### src/rtl/id_ex_register.sv
// ID/EX pipeline register: captures ID-stage control, operands and specifiers for EX,
// converting StallFlush/BranchFlush into an EX bubble. Optional bubble counter: IDEX_BUBBLE_COUNT_EN.
module id_ex_register #(
  parameter int DATA_WIDTH     = 32,
  parameter int REG_ADDR_WIDTH = 5
) (
  input  logic                      clk,
  input  logic                      reset_n,
  input  logic                      StallFlush,
  input  logic                      BranchFlush,
  input  logic                      EX_Hold,
  input  logic                      ID_RegDst,
  input  logic                      ID_ALUSrc,
  input  logic                      ID_MemtoReg,
  input  logic                      ID_RegWrite,
  input  logic                      ID_MemoryRead,
  input  logic                      ID_MemoryWrite,
  input  logic                      ID_Branch,
  input  logic [1:0]                ID_ALUOp,
  input  logic [DATA_WIDTH-1:0]     ID_PCPlus4,
  input  logic [DATA_WIDTH-1:0]     ID_ReadData1,
  input  logic [DATA_WIDTH-1:0]     ID_ReadData2,
  input  logic [DATA_WIDTH-1:0]     ID_Immediate,
  input  logic [REG_ADDR_WIDTH-1:0] ID_rs,
  input  logic [REG_ADDR_WIDTH-1:0] ID_rt,
  input  logic [REG_ADDR_WIDTH-1:0] ID_rd,
  output logic                      EX_RegDst,
  output logic                      EX_ALUSrc,
  output logic                      EX_MemtoReg,
  output logic                      EX_RegWrite,
  output logic                      EX_MemoryRead,
  output logic                      EX_MemoryWrite,
  output logic                      EX_Branch,
  output logic [1:0]                EX_ALUOp,
  output logic [DATA_WIDTH-1:0]     EX_PCPlus4,
  output logic [DATA_WIDTH-1:0]     EX_ReadData1,
  output logic [DATA_WIDTH-1:0]     EX_ReadData2,
  output logic [DATA_WIDTH-1:0]     EX_Immediate,
  output logic [REG_ADDR_WIDTH-1:0] EX_rs,
  output logic [REG_ADDR_WIDTH-1:0] EX_rt,
  output logic [REG_ADDR_WIDTH-1:0] EX_rd,
`ifdef IDEX_BUBBLE_COUNT_EN
  output logic [15:0]               BubbleCount,
`endif
  output logic                      EX_Valid
);

  logic                      flush;
  logic [8:0]                id_ctl;
  logic [8:0]                ctl_d, ctl_q;
  logic [DATA_WIDTH-1:0]     pc_d, pc_q, rd1_d, rd1_q, rd2_d, rd2_q, imm_d, imm_q;
  logic [REG_ADDR_WIDTH-1:0] rs_d, rs_q, rt_d, rt_q, rd_d, rd_q;
  logic                      valid_d, valid_q;

  assign flush  = StallFlush | BranchFlush;
  assign id_ctl = {ID_RegDst, ID_ALUSrc, ID_MemtoReg, ID_RegWrite,
                   ID_MemoryRead, ID_MemoryWrite, ID_Branch, ID_ALUOp};

  // Priority hold > flush > load; a flush zeroes control only, datapath still loads.
  always_comb begin
    ctl_d   = ctl_q;
    pc_d    = pc_q;
    rd1_d   = rd1_q;
    rd2_d   = rd2_q;
    imm_d   = imm_q;
    rs_d    = rs_q;
    rt_d    = rt_q;
    rd_d    = rd_q;
    valid_d = valid_q;
    if (!EX_Hold) begin
      pc_d  = ID_PCPlus4;
      rd1_d = ID_ReadData1;
      rd2_d = ID_ReadData2;
      imm_d = ID_Immediate;
      rs_d  = ID_rs;
      rt_d  = ID_rt;
      rd_d  = ID_rd;
      if (flush) begin
        ctl_d   = 9'd0;
        valid_d = 1'b0;
      end else begin
        ctl_d   = id_ctl;
        valid_d = 1'b1;
      end
    end else begin
      ctl_d   = ctl_q;
      valid_d = valid_q;
    end
  end

  always_ff @(posedge clk or negedge reset_n) begin
    if (!reset_n) begin
      ctl_q   <= 9'd0;
      pc_q    <= '0;
      rd1_q   <= '0;
      rd2_q   <= '0;
      imm_q   <= '0;
      rs_q    <= '0;
      rt_q    <= '0;
      rd_q    <= '0;
      valid_q <= 1'b0;
    end else begin
      ctl_q   <= ctl_d;
      pc_q    <= pc_d;
      rd1_q   <= rd1_d;
      rd2_q   <= rd2_d;
      imm_q   <= imm_d;
      rs_q    <= rs_d;
      rt_q    <= rt_d;
      rd_q    <= rd_d;
      valid_q <= valid_d;
    end
  end

  assign {EX_RegDst, EX_ALUSrc, EX_MemtoReg, EX_RegWrite,
          EX_MemoryRead, EX_MemoryWrite, EX_Branch, EX_ALUOp} = ctl_q;
  assign EX_PCPlus4   = pc_q;
  assign EX_ReadData1 = rd1_q;
  assign EX_ReadData2 = rd2_q;
  assign EX_Immediate = imm_q;
  assign EX_rs        = rs_q;
  assign EX_rt        = rt_q;
  assign EX_rd        = rd_q;
  assign EX_Valid     = valid_q;

`ifdef IDEX_BUBBLE_COUNT_EN
  logic [15:0] cnt_d, cnt_q;

  // Saturating count of applied flushes.
  always_comb begin
    cnt_d = cnt_q;
    if (!EX_Hold && flush && (cnt_q != 16'hFFFF)) begin
      cnt_d = cnt_q + 16'd1;
    end else begin
      cnt_d = cnt_q;
    end
  end

  always_ff @(posedge clk or negedge reset_n) begin
    if (!reset_n) begin
      cnt_q <= 16'd0;
    end else begin
      cnt_q <= cnt_d;
    end
  end

  assign BubbleCount = cnt_q;
`endif

endmodule

### config.mk
export PLATFORM = sky130hd
export DESIGN_NAME = id_ex_register
export DESIGN_NICKNAME = d
export VERILOG_FILES = /design/src/rtl/id_ex_register.sv
export SDC_FILE = /design/constraint.sdc
export NUM_CORES = 1
export LEC_CHECK = 0
export CORE_MARGIN = 2
export CORE_UTILIZATION = 43
export DETAILED_ROUTE_END_ITERATION = 7
export GPL_ROUTABILITY_DRIVEN = 1
export HOLD_SLACK_MARGIN = 0.15
export PLACE_DENSITY = 0.9
export SKIP_CTS_REPAIR_TIMING = 1
export SYNTH_ARGS = -nofsm -noshare
export SYNTH_HDL_FRONTEND = slang
export SYNTH_SLANG_ARGS = --single-unit
### constraint.sdc
create_clock -name clk -period 1.8 [get_ports clk]
set_input_delay 0.54 -clock clk [delete_from_list [all_inputs] [get_ports clk]]
set_output_delay 0.54 -clock clk [all_outputs]
set_load 0.02 [all_outputs]
==> results.md <==
* CTS clk-pin slew, worst paths at 0.06 ns
* Syn Area/Cell at 18.0 um2
* Grt total ovfl at 0
* Crit Path Class: flop to primary output
* Worst hold slack at 0.498 ns
* Period minus WS final at 1.62 ns
* CORE AREA at 13800 um2
* Sequential share of power at 0.389
* Number of distinct library cells after synthesis at 8
* Final Max Tran Viols at 0
* Peak VDD IR at 0.660 mV
* CP bufs+invs at 1
* Clk root buf: clkbuf_16
* Die width at 122 um
* NetSw at 2550 uW
* Worst Path Required at 1.26 ns
* Critical Path AT at 1.08 ns
* CP Max Fanout at 2
* ANT nets after route at 0
* Tot GR Track Use at 0.229
* Antenna violations before repair at 0
* Syn nets at 491
* Sequential area share after synthesis at 0.637
* Global-route wire length before repair at 25600 um
* CP Capture Type: primary output
* Placer's final routability congestion estimate at 0.747
* Synth area leader: dfrtp_1
* Pint at 7670 uW
* Sw Ratio at 0.250
* Largest net degree at the start of global routing at 45
* Max clock buf depth at 2
* Worst relative slew slack at 0.425
* Clock share of power at 0.400
* Delay-heaviest family, CP: flip-flops
* Setup Skew at 0 ns
* Layout cells sized above 1 at 0.287
* Area share of the largest cell type after synthesis at 0.637
* CTS tree: done
* Crit path launch type: flop
* DRC at 0
* Number of global-route vias before repair at 4665
* Util after Layout at 0.758
* Slowest cell on the critical path: dfrtp_1
* Busiest grt layer: met2
* Placed Cells at 823
* Area Overhead vs Synth at 73.8%
* Setup ws final at 0.185 ns
* Die Y at 122 um
* Unrepaired setup endpoints after global routing: false
* Critical-path cell list: dlymetal6s2s_1
* Dpl ws at -0.125 ns
* Leak at 0.00587 uW
* Latest clock arrival within the worst-skew pair at 0.41 ns
* Initial cell density of the core at 0.436
* Final hold vios at 0
* Nets at 820
* Worst Hold Class: flop to flop
* Final period util at 0.897
* # rows at 43
* Max-cap violation count at 0
* Seq cells post-synth at 153
* Wire per inst at 21.7 um
* N_diodes at 0
* Yosys warning count at 0
* Met2 Usage GRT at 0.412
* Synth area leaders: dfrtp_1, mux2_4, mux2_2
* Vias per cell at 4.88
* Mapped Area at 6010 um2
* Worst slew pin tran at 0.860 ns
* Synth Instances at 334
* DP Wirelength at 12300 um
* Fmax at 619 MHz
* Post-Route WL at 18500 um
* # port buffers at 309
* Area of the die at 14900 um2
* Final setup fails at 0
* Comb pwr share at 0.211
* I/O Pins at 310
* Status: finished clean
* Detailed Route Iter0 Violations at 190
* CTS Buf Count at 17
* Critical Path Max Stage Delay at 0.39 ns
* Htree depth at 4
* Clk sinks at 153
* First-pass detailed-route iteration total at 4
* Met1 usage at 0.242
* DR vias at 4176
* GR Layer Usage met3 at 0.0922
* Post-route insts no fill at 855
* Pwr dens at 979 nW/um2
-- routing by layer --
metal  up-vias  share of wire
met3        22          0.095
met2       200           0.54
li1       1836              -
met4         0          0.015
met5         -              0
met1      2118           0.35
-- cell usage after synthesis --
library cell  instances
a22o_1                9
buf_2                 8
buf_6                10
dfrtp_1             153
mux2_2               73
mux2_4               71
nor2_1                1
nor2b_1               9
-- worst paths after layout --
check                                                   from                         end  slack, ns  depth (start not counted)
worst max-delay path            EX_ReadData1[22]$_DFFE_PN0N_            EX_ReadData1[22]       0.18                          1
worst min-delay path                    ctl_q[4]$_DFFE_PN0N_        ctl_q[4]$_DFFE_PN0N_       0.50                          1
worst max register to register    EX_PCPlus4[22]$_DFFE_PN0N_  EX_PCPlus4[22]$_DFFE_PN0N_       0.97                          1
worst min register to register          ctl_q[4]$_DFFE_PN0N_        ctl_q[4]$_DFFE_PN0N_       0.50                          1
max in group asynchronous                            reset_n  EX_PCPlus4[22]$_DFFE_PN0N_       0.60                          3
min in group asynchronous                            reset_n   EX_PCPlus4[4]$_DFFE_PN0N_       0.62                          2
-- through the flow --
stage	instance area, um2	setup TNS (ns)	total power, uW
floorplan	6010	0	4960
global placement	9370	-0.0331	6140
detailed placement	9370	-0.819	6230
CTS	10000	-21.71	10300
global route	10400	0	10600
finish	10400	0	10200
-- logic make-up (layout without fill, tap and decap cells) --
kind of cell	count (synthesis)	in the layout	share of synthesized area
simple gates	10	10	0.00999
mux	144	144	0.314
compound gates	9	9	0.0131
buf+inv	18	359	0.0254
flops	153	153	0.637
-- state kept, by name (all words and copies together) (netlist names) --
signal        cells
EX_ReadData1     32
EX_Immediate     32
EX_Valid          1
EX_rs             5
EX_PCPlus4       32
EX_rd             5
EX_ReadData2     32
EX_rt             5
ctl_q             9
-- layout by cell type, fill, tap and decap left out --
cell type | netlist | final
clkdlybuf4s50_1 | 0 | 154
dfrtp_1 | 153 | 153
dlymetal6s2s_1 | 0 | 153
mux2_2 | 73 | 73
mux2_4 | 71 | 71
clkbuf_16 | 0 | 17
buf_4 | 0 | 13
nor2b_1 | 9 | 9
a22o_1 | 9 | 9
bufinv_16 | 0 | 6
buf_12 | 0 | 5
clkinv_4 | 0 | 3
clkbuf_8 | 0 | 2
buf_6 | 10 | 2
nor2_1 | 1 | 1
clkinv_2 | 0 | 1
clkinvlp_4 | 0 | 1
clkbuf_1 | 0 | 1
dlygate4sd3_1 | 0 | 1
-- power groups by stage --
stage | clock network, uW | registers [uW] | logic [uW]
after floorplan | 0 | 4420 | 541
after global routing | 4310 | 4010 | 2260
after global placement | 0 | 4000 | 2150
after detailed placement | 0 | 4030 | 2200
final | 4090 | 3980 | 2160
after CTS | 4120 | 3980 | 2220
-- final cells by class --
type	count	area [um2]
timing repair buffer	328	3690
clock buffer	20	457
sequential	153	3830
fill	761	3330
multi-input combinational	163	2030
clock inverter	11	219
tap	180	225
Power figures use the tool's default switching activity.
==> variant 1, RTL diff (same settings) <==
Change the parameter `REG_ADDR_WIDTH` from 5 to 6.
--- a/src/rtl/id_ex_register.sv
+++ b/src/rtl/id_ex_register.sv
@@ -2,7 +2,7 @@
 // converting StallFlush/BranchFlush into an EX bubble. Optional bubble counter: IDEX_BUBBLE_COUNT_EN.
 module id_ex_register #(
   parameter int DATA_WIDTH     = 32,
-  parameter int REG_ADDR_WIDTH = 5
+  parameter int REG_ADDR_WIDTH = 6
 ) (
   input  logic                      clk,
   input  logic                      reset_n,
Ports: changed (6 resized); port bits go from 310 to 316. No check against the original RTL was run, so the function may have changed too.
==> variant 1 against the original RTL <==
  * Setup slack improved by 38 ps
  * Synthesized area fell by 1.9%
  * Design area fell by 2.1%
  * Wire length fell by 4.2%
  * Total power fell by 4.3%
  * Sequential power rose by 1%
  * Sequential cell count rose by 3
  * Via count barely moved
  * Critical endpoint is now EX_ReadData2[9]
  * Non-clock buffer count fell by 2
  * Register-to-register slack improved by 20 ps
  * Critical path depth did not move
==> variant 1: results <==
[outcome]
outcome = complete, no violations

[timing]
worst-slew-pin-transition_ps = 621

[global_route]
grt_use_met3 = 0.0822
grt_usage = 0.219
grt_pass1_vias = 4627
grt_max_degree = 50
grt_pass1_wl_um = 24200
use_met1 = 0.220
globalRouteMet2Util = 0.393

[place]
gp_congestion = 0.731
portBuffers = 315
placed_area_um2 = 9210
dpl.cell_count = 823
hpwlAfterDp_um = 12200

[route]
drt-pass1-iter-count = 6
avgViaCountPerCell = 4.88
wl_um = 17800
vias = 4180
drtIter0Drc = 167

[cells_and_area]
drive_above_1_share = 0.276
nFillCells = 759
nets = 827
diodes = 0

[critical_path]
worst_ep_arrival_time_ps = 1040
critPathTopFamily = flip-flops
cpPeakStageDelay_ps = 360
crit_fanout = 2

[logic_synthesis]
synth.area.top_cells = dfrtp_1 66%, mux2_2 28%, buf_6 3.2%
syn_inst = 340
synthMuxAreaShare = 0.281
synth_compound_area_frac = 0.0134
seq_area_frac_synth = 0.662
synth.net_count = 500
synth_common_cells = 156 x dfrtp_1, 146 x mux2_2, 17 x buf_6

[cts]
clk_pin_slew_ps = 60
cts.path.max_buffers = 2

[power]
leakage_nw = 5.60
ir_drop_mv = 0.685
variant 1: worst paths after layout:
| path | start | to | slack [ps] | cells after the start |
|---|---|---|---|---|
| max in group asynchronous | reset_n | EX_ReadData2[17] | 520 | 3 |
| min in group asynchronous | reset_n | EX_PCPlus4[11] | 610 | 2 |
| max | EX_ReadData2[9] | EX_ReadData2[9] | 220 | 1 |
| max reg2reg | EX_ReadData1[6] | EX_ReadData1[6] | 990 | 1 |
| min | EX_ReadData1[10] | EX_ReadData1[10] | 500 | 1 |
| min reg2reg | EX_ReadData1[10] | EX_ReadData1[10] | 500 | 1 |
variant 1: report_power, final:
| group | internal, W | switching, W |
|---|---|---|
| sequential | 0.00385 | 0.000180 |
| combinational | 0.00113 | 0.000931 |
| clock | 0.00229 | 0.00140 |
variant 1: logic make-up (layout without fill, tap and decap cells):
| family | after synthesis | in the layout |
|---|---|---|
| buf+inv | 18 | 358 |
| compound gates | 9 | 9 |
| flops | 156 | 156 |
| mux | 147 | 147 |
| simple gates | 10 | 10 |
variant 1: metal layers:
metal | share of wire | vias to the layer above
li1 | - | 1853
met1 | 0.34 | 2078
met2 | 0.55 | 207
met3 | 0.083 | 42
met4 | 0.031 | 0
met5 | 0 | -
variant 1: layout make-up:
cell class / instances / area share
Clock inverter: 10 / 0.0135
Sequential cell: 156 / 0.382
Multi-Input combinational cell: 166 / 0.175
Tap cell: 176 / 0.0215
Clock buffer: 22 / 0.0464
Timing Repair Buffer: 326 / 0.361
variant 1: metrics by stage:
step            util  total power, W  hold WS [ps]  setup WS, ps
2_1_floorplan      -         0.00495           244           538
3_5_place_dp   0.693         0.00621           476          18.4
4_1_cts        0.739         0.00988          31.2          -191
3_3_place_gp   0.693         0.00612           476          96.2
5_1_grt        0.769          0.0101           507           173
6_report       0.769         0.00978           496           223
==> variant 2, RTL diff (config.mk and constraints unchanged) <==
Without the edit above. Take the reset off `pc_q` and load it in a clocked block of its own.
--- a/src/rtl/id_ex_register.sv
+++ b/src/rtl/id_ex_register.sv
@@ -91,7 +91,6 @@
   always_ff @(posedge clk or negedge reset_n) begin
     if (!reset_n) begin
       ctl_q   <= 9'd0;
-      pc_q    <= '0;
       rd1_q   <= '0;
       rd2_q   <= '0;
       imm_q   <= '0;
@@ -101,7 +100,6 @@
       valid_q <= 1'b0;
     end else begin
       ctl_q   <= ctl_d;
-      pc_q    <= pc_d;
       rd1_q   <= rd1_d;
       rd2_q   <= rd2_d;
       imm_q   <= imm_d;
@@ -110,6 +108,10 @@
       rd_q    <= rd_d;
       valid_q <= valid_d;
     end
+  end
+
+  always_ff @(posedge clk) begin
+    pc_q <= pc_d;
   end
 
   assign {EX_RegDst, EX_ALUSrc, EX_MemtoReg, EX_RegWrite,
Function: changed (Yosys sat finds a counterexample within 4 cycles, from zero or initial values and one cycle with reset_n low).
==> variant 2 against the original RTL <==
  * Hold slack lost 1.4 ps
  * Sequential cell count unchanged
  * Setup slack worse by 65 ps
  * Wire length shrank 5.0%
  * Synthesized cell count down 10%
  * Core utilization grew 3.0 points
  * Global-route usage up 1.6 points
  * Highest routed layer unchanged
  * Design area fell by 5.1%
  * Synthesized area is 7.9% lower
  * Total power down 2.0%
==> variant 2: results <==
[outcome]
outcome = complete, no violations

[logic_synthesis]
synth.area.top_cells = dfrtp_1 55%, mux2_2 23%, edfxtp_1 17%
synth.net_count = 456
ys_types = 10
async_flop_share = 0.791
seq_area_frac_synth = 0.721
synthMuxAreaShare = 0.228
synth_edf_count = 32
yosysWarnings = 0
synthAdderAreaFrac = 0
synth_compound_area_frac = 0.0142
synth-xor-area-share = 0
synth_common_cells = 121 x dfrtp_1, 112 x mux2_2, 32 x edfxtp_1

[critical_path]
cp_slowest_cell = dfrtp_1
worst_ep_arrival_time_ps = 1140
cpPeakStageDelay_ps = 410

[global_route]
grt_usage = 0.245
grt_max_degree = 46
grt_pass1_wl_um = 25300
grt_pass1_vias = 4406

[route]
drt-wirelength-per-cell_um = 21.8
avgViaCountPerCell = 4.85
drtIter0Drc = 197
drt-pass1-iter-count = 4

[place]
gp_congestion = 0.768
dp_slack_ps = 33.4
portBuffers = 309
hpwlAfterDp_um = 11800

[cells_and_area]
nets = 779
diodes = 0
nFillCells = 646
drive_above_1_share = 0.255

[cts]
clk_pin_slew_ps = 60
htreeDepth = 4
cts_inserted_buffers = 17

[timing]
worst-slew-pin-transition_ps = 497
clock_skew_ps = 0

[power]
ir_drop_mv = 0.620
leakage_nw = 5.33

[worst_hold_path]
min_path_type = reg -> reg
[variant 2: routing by layer]
metal / vias up / wire (µm) / track usage
met3: 46 / 1340 / 0.0875
met2: 204 / 9780 / 0.455
li1: 1715 / - / -
met4: 0 / 636 / 0.121
met1: 1951 / 5840 / 0.240
met5: - / 0 / 0
[variant 2: final timing paths]
| check | cells after the start | slack, ps | start | endpoint |
|---|---|---|---|---|
| worst min-delay path | 1 | 500 | EX_Immediate[4] | EX_Immediate[4] |
| min in group asynchronous | 2 | 580 | reset_n | EX_ReadData2[27] |
| max in group asynchronous | 3 | 660 | reset_n | EX_ReadData1[17] |
| worst max register to register | 2 | 850 | ctl_q[1] | ctl_q[1] |
| worst max-delay path | 1 | 120 | EX_Immediate[20] | EX_Immediate[20] |
| worst min register to register | 1 | 500 | EX_Immediate[4] | EX_Immediate[4] |
[variant 2: kinds of logic (layout without fill, tap and decap cells)]
kind of cell    Yosys count  in the layout
compound gates            9              9
buf+inv                  15            351
flops                   153            153
mux                     112            112
simple gates             10             10
[variant 2: layout make-up]
cell class	instances	area, µm²	area share
well taps	172	215	0.0217
clock inverters	12	246	0.0249
multi-input cells	131	1400	0.142
repair buffers	318	3620	0.365
flip-flops and latches	153	3990	0.403
inverters	1	3.75	0.000379
clock buffers	20	437	0.0441
[variant 2: power breakdown]
part | switching, W | internal [W] | total (W) | leakage (nW)
Clock | 0.00138 | 0.00274 | 0.00411 | 0.320
Combinational | 0.000854 | 0.00102 | 0.00188 | 3.27
Sequential | 0.000159 | 0.00387 | 0.00403 | 1.75
Total | 0.00239 | 0.00763 | 0.0100 | 5.33
[variant 2: stage by stage]
stage	area, µm²	std cells	power, W	hold slack (ps)	setup TNS (ps)
final	9910	807	0.0100	496	0
after global routing	9910	807	0.0104	506	0
after CTS	9520	806	0.0101	9.66	-21310
after detailed placement	8830	774	0.00601	460	0
after global placement	8830	774	0.00594	459	0
after floorplan	5530	299	0.00483	244	0
